## config.mk

```make
export PLATFORM = sky130hd
export DESIGN_NAME = fetch_unit
export DESIGN_NICKNAME = d
export VERILOG_FILES = /design/src/rtl/fetch_unit.sv
export SDC_FILE = /design/constraint.sdc
export NUM_CORES = 1
export LEC_CHECK = 0
export ABC_AREA = 1
export CORE_MARGIN = 1.5
export CORE_UTILIZATION = 52
export CTS_BUF_LIST = sky130_fd_sc_hd__clkbuf_4
export CTS_CLUSTER_SIZE = 40
export DETAILED_ROUTE_END_ITERATION = 8
export HOLD_SLACK_MARGIN = 0.05
export PLACE_DENSITY = 0.89
export SETUP_SLACK_MARGIN = 0.1
export SYNTH_ARGS = -nofsm -noshare
export SYNTH_HDL_FRONTEND = slang
export SYNTH_SLANG_ARGS = --single-unit
```

## constraint.sdc

```tcl
create_clock -name clk -period 3.3 [get_ports clk]
set_input_delay 0.66 -clock clk [delete_from_list [all_inputs] [get_ports clk]]
set_output_delay 0.66 -clock clk [all_outputs]
set_load 0.01 [all_outputs]
```

## src/rtl/fetch_unit.sv

```systemverilog
// fetch_unit: instruction fetch stage of the single-cycle core.
// Holds the PC, performs one request/response fetch per instruction, presents
// the captured word on inst, and redirects the PC on consume (sequential,
// branch/JAL, JALR). Misaligned targets latch a sticky trap; a retired
// instruction counter advances on every successful consume.
`timescale 1ns/1ps

module fetch_unit #(
    parameter logic [31:0] RESET_PC = 32'h0000_0000,
    parameter logic [31:0] NOP_INST = 32'h0000_0013
) (
    input  logic        clk,
    input  logic        rst,
    output logic        imem_req,
    output logic [31:0] imem_addr,
    input  logic        imem_ready,
    input  logic [31:0] imem_rdata,
    output logic [31:0] inst,
    output logic        inst_valid,
    output logic [31:0] pc,
    output logic [31:0] pc_plus4,
    input  logic        stall,
    input  logic [1:0]  pc_src,
    input  logic [31:0] inmExt,
    input  logic [31:0] alu_result,
    output logic        misaligned,
    output logic [31:0] inst_count
);

    typedef enum logic [1:0] {
        ST_IDLE  = 2'd0,
        ST_FETCH = 2'd1,
        ST_VALID = 2'd2,
        ST_TRAP  = 2'd3
    } state_e;

    state_e      state_q, state_d;
    logic [31:0] pc_q, pc_d;
    logic [31:0] inst_q, inst_d;
    logic [31:0] inst_count_q, inst_count_d;
    logic        misaligned_q, misaligned_d;
    logic        imem_req_q, imem_req_d;
    logic        inst_valid_q, inst_valid_d;

    logic [31:0] pc_plus4_s;
    logic [31:0] next_pc_s;

    // Word alignment test used for every redirect target.
    function automatic logic is_word_aligned(input logic [31:0] addr);
        return (addr[1:0] == 2'b00);
    endfunction

    // JALR target: the ALU result with bit 0 forced low, so only bit 1 can fault.
    function automatic logic [31:0] jalr_target(input logic [31:0] addr);
        return {addr[31:1], 1'b0};
    endfunction

    assign pc_plus4_s = pc_q + 32'd4;

    // Select the candidate next PC from the redirect source.
    always_comb begin
        next_pc_s = pc_plus4_s;
        case (pc_src)
            2'b00:   next_pc_s = pc_plus4_s;
            2'b01:   next_pc_s = pc_q + inmExt;
            2'b10:   next_pc_s = jalr_target(alu_result);
            default: next_pc_s = pc_plus4_s;
        endcase
    end

    // Fetch sequencing: next state, PC, instruction, counter and trap flag.
    always_comb begin
        state_d      = state_q;
        pc_d         = pc_q;
        inst_d       = inst_q;
        inst_count_d = inst_count_q;
        misaligned_d = misaligned_q;
        case (state_q)
            ST_IDLE: begin
                state_d = ST_FETCH;
            end
            ST_FETCH: begin
                if (imem_ready) begin
                    inst_d  = imem_rdata;
                    state_d = ST_VALID;
                end else begin
                    state_d = ST_FETCH;
                end
            end
            ST_VALID: begin
                if (stall) begin
                    state_d = ST_VALID;
                end else if (!is_word_aligned(next_pc_s)) begin
                    // pc stays on the faulting instruction; count is not bumped
                    inst_d       = NOP_INST;
                    misaligned_d = 1'b1;
                    state_d      = ST_TRAP;
                end else begin
                    inst_d       = NOP_INST;
                    pc_d         = next_pc_s;
                    inst_count_d = inst_count_q + 32'd1;
                    state_d      = ST_FETCH;
                end
            end
            ST_TRAP: begin
                misaligned_d = 1'b1;
                state_d      = ST_TRAP;
            end
            default: begin
                state_d = ST_IDLE;
            end
        endcase
        imem_req_d   = (state_d == ST_FETCH);
        inst_valid_d = (state_d == ST_VALID);
    end

    // State and output registers with synchronous reset.
    always_ff @(posedge clk) begin
        if (rst) begin
            state_q      <= ST_IDLE;
            pc_q         <= RESET_PC;
            inst_q       <= NOP_INST;
            inst_count_q <= 32'd0;
            misaligned_q <= 1'b0;
            imem_req_q   <= 1'b0;
            inst_valid_q <= 1'b0;
        end else begin
            state_q      <= state_d;
            pc_q         <= pc_d;
            inst_q       <= inst_d;
            inst_count_q <= inst_count_d;
            misaligned_q <= misaligned_d;
            imem_req_q   <= imem_req_d;
            inst_valid_q <= inst_valid_d;
        end
    end

    assign imem_req   = imem_req_q;
    assign imem_addr  = pc_q;
    assign inst       = inst_q;
    assign inst_valid = inst_valid_q;
    assign pc         = pc_q;
    assign pc_plus4   = pc_plus4_s;
    assign misaligned = misaligned_q;
    assign inst_count = inst_count_q;

endmodule

```

==> reports/metrics.csv <==
stage,metric,value,unit
timing,Final Cycle Share,95.37,%
setup_path,crit path DAT,2.49,ns
setup_path,Worst Path Max Fanout,6,
setup_path,Worst Setup SP,imem_addr[16],
setup_path,reg2reg start,imem_addr[0],
finish,Area Overhead vs Synth,36.99,%
route,Top Layer Used,met4,
clock_tree,Skew-Pair Late Insertion Delay,0.47,ns
route,wire length on met3,2872,um
floorplanning,Initial Util,53.65,%
route,drt total wl,29710,um
setup_path,most frequent CP cell,nand2_1,
timing,Slew @ Worst Pin,0.9625,ns
logic_synthesis,main combinational cell family by area after synthesis,simple AND/OR/NAND/NOR gates,
grt,largest net degree at the start of global routing,70,
grt,first-pass GRT wire length,45470,um
grt,total grt overflow,0,
logic_synthesis,synth unique cells,48,
timing,clk_skew,0.01575,ns
logic_synthesis,"Seq/Total Area, Yosys",24.52,%
timing,final hold viol count,0,
logic_synthesis,ys flop type,dfxtp_1,
setup_path,CP Cell Sequence,nand2_1 > nor2_2 > nand4_1 > or3_1 > nand2_1 > clkdlybuf4s50_1,
setup_path,Worst Setup Start Kind,flip-flop,
placed_design,Area after DPL,0.01101,mm2
clock_tree,TritonCTS Buffers,9,
logic_synthesis,leading area contributor after synthesis,dfxtp_1,
setup_path,slowest CP cell,clkdlybuf4s50_1,
logic_synthesis,"Net Count, Synth",1532,
floorplanning,Die X,128.9,um
power_and_ir_drop,Worst VDD drop,0.0002400,V
grt,vias in the first global route,9062,
logic_synthesis,Seq cells post-synth,101,
power_and_ir_drop,P per Cell Area,230.4,mW/mm2
power_and_ir_drop,Pint,1.805,mW
logic_synthesis,asr flop ratio synth,0,%
finish,layout cells sized above 1,7.561,%
route,Via Count,9975,
floorplanning,core footprint,0.01537,mm2
clock_tree,CTS sink cnt,101,
grt,initial antenna violation count,0,
logic_synthesis,mapped cell area,0.008247,mm2
timing,final setup vio count,0,
route,WL met1,11850,um
finish,n_diodes,0,
floorplanning,die height,128.9,um
floorplanning,# rows,45,
setup_path,worst stage delay on the critical path,0.58,ns
flow_run,MaxCap Viol Count,0,
setup_path,CP top delay family,simple AND/OR/NAND/NOR gates,
timing,RSZ-0062 raised after global routing,yes,
finish,fin cells,1851,
logic_synthesis,Cells after Synth,1393,
timing,Tmin final,3.147,ns
route,initial detailed-routing violation count,882,
timing,Setup WS post-layout,0.1529,ns
logic_synthesis,Post-Synth Simple-Gate Area,37.87,%
logic_synthesis,adder-cell share of the synthesized area,5.705,%
logic_synthesis,XOR/XNOR Fraction of Synth Area,4.218,%
setup_path,Crit path buffers/inverters,1,
finish,"Net count, final",1774,
power_and_ir_drop,share of power burned in registers,49.1,%
placed_design,Inst Count DP,1830,
logic_synthesis,Ys Warns,0,
setup_path,CP endpoint kind,primary output,
clock_tree,Root Buffer,clkbuf_4,
power_and_ir_drop,P_sw,0.7982,mW
placed_design,# port buffers,263,
power_and_ir_drop,Clock Power Share,25.9,%
finish,final instance area,0.01130,mm2
placed_design,dpl hpwl,23420,um
route,via/cell ratio,5.389,
setup_path,crit path kind,flip-flop to primary output,
clock_tree,CTS Buffer Depth,2,
clock_tree,"CTS clk-pin slew, worst paths",0.14,ns
hold_path,HP Class,flip-flop to flip-flop,
logic_synthesis,post-synthesis mux area share,0,%
power_and_ir_drop,Sw Ratio,30.66,%
clock_tree,CTS tree,done,
route,wire per inst,16.05,um
logic_synthesis,mean post-synth cell area,5.920,um2
grt,GRT Overall Usage,34.88,%
floorplanning,I/O Pins,265,
route,DRT Pass-1 Iters,5,
timing,"Slew Viols, Final",0,
clock_tree,CTS H-tree depth,3,
power_and_ir_drop,Leak,5.125,nW
timing,setup TNS,0,ns
floorplanning,Die Area,0.01662,mm2
status,outcome,"complete, no violations",
setup_path,Critical Path RT,2.64,ns
timing,highest clock rate,317.8,MHz
hold_path,worst hold path startpoint,inst[3],
logic_synthesis,Post-synth EDFFs,0,
route,post-route ant nets,0,
timing,Worst Hold Slack,0.4707,ns
timing,Max-slew headroom,35.76,%
logic_synthesis,share of the synthesized area in the top cell type,24.52,%
logic_synthesis,Area contributors post-synth,"dfxtp_1 (25%), nand2_1 (22%), a21oi_1 (9.2%)",
logic_synthesis,compound-cell area share of the yosys netlist,14.19,%
power_and_ir_drop,logic gate share of total power,25.0,%
placed_design,GP Congestion,0.9966,
placed_design,Placement Setup Slack,0.04288,ns
route,DRC violations left,0,
route,wire length on met2,13650,um
[kinds of logic after synthesis]
| kind of cell | after synthesis |
|---|---|
| compound gates | 224 |
| xor+xnor | 38 |
| fa+ha+maj | 37 |
| buf+inv | 260 |
| flops | 101 |
| simple gates | 733 |
[layer usage]
layer  track usage, %  up-vias
met5                0        -
met1            43.75     4455
li1                 -     4872
met4            16.46        0
met2            57.41      552
met3            7.193       96
[flip-flops by register name (all words and copies together) (netlist names)]
register / flops
inst: 32
inst_valid: 1
imem_req: 1
inst_count: 32
state_q: 2
imem_addr: 32
misaligned: 1
[worst paths after layout]
kind                                       end  slack, ns  cells past startpoint
worst max register to register  inst_count[10]       0.63                     14
worst min-delay path                   inst[3]       0.47                      2
worst max-delay path              pc_plus4[30]       0.15                      6
worst min register to register         inst[3]       0.47                      2
[metrics by stage]
step / util [%] / total power [mW]
after global routing: 73.50 / 2.719
after global placement: 71.60 / 1.931
after CTS: 72.86 / 2.603
after floorplan: - / 1.621
final: 73.50 / 2.603
after detailed placement: 71.60 / 1.940
[placed cells by master (no fill, tap or decap), types with 4 or more instances in the layout]
master / n
dlymetal6s2s_1: 5
nor2_1: 88
inv_1: 181
buf_4: 39
clkdlybuf4s50_1: 255
inv_2: 5
xnor2_1: 11
nor2_2: 8
dfxtp_2: 14
ha_1: 35
nand3_1: 64
nor3_1: 23
o21bai_1: 6
or2_2: 4
o21ai_0: 43
nand3b_1: 9
xor2_1: 24
nor4_1: 4
a21oi_1: 150
o21ai_1: 9
nand4_1: 16
o22ai_1: 4
clkbuf_4: 12
nand2_2: 8
nand2_1: 487
dfxtp_1: 84
[synthesized netlist by cell type, drive strengths merged (9+ instances only)]
cell / count
nand2: 495
clkbuf: 25
nand3: 67
nand3b: 9
xor2: 25
dfxtp: 101
o21ai: 54
nand4: 17
nor3: 28
ha: 36
nor2: 98
buf: 47
a21oi: 153
xnor2: 13
inv: 186
[power groups by stage]
stage	Sequential (mW)	Combinational (mW)	Clock, mW
after CTS	1.28	0.642	0.682
final	1.28	0.652	0.673
after detailed placement	1.30	0.636	0
after floorplan	1.32	0.305	0
after global placement	1.30	0.629	0
after global routing	1.28	0.705	0.732
[cell type report]
| type | instances | area (um2) |
|---|---|---|
| Sequential cell | 101 | 2051 |
| Multi-Input combinational cell | 1032 | 5187 |
| Inverter | 188 | 705.7 |
| Tap cell | 211 | 264.0 |
| Fill cell | 1316 | 4074 |
| Clock inverter | 4 | 48.80 |
| Clock buffer | 12 | 90.09 |
| Timing Repair Buffer | 303 | 2950 |
[worst register-to-register path, delay by kind of cell (launching register included)]
family	cells	cell delay [ns]
AOI/OAI and AO/OA	4	0.47
adders and majority gates	2	0.66
buffers and inverters	2	0.09
DFF	1	0.51
and+or+nand+nor	6	0.85
[what timing repair did]
item	CTS	global route
gates cloned	0	0
resized for setup	17	27
pin swaps	1	2
buffers inserted	3	2
endpoints found under the setup margin	16	16
hold buffers	0	0
Power figures use the tool's default switching activity.
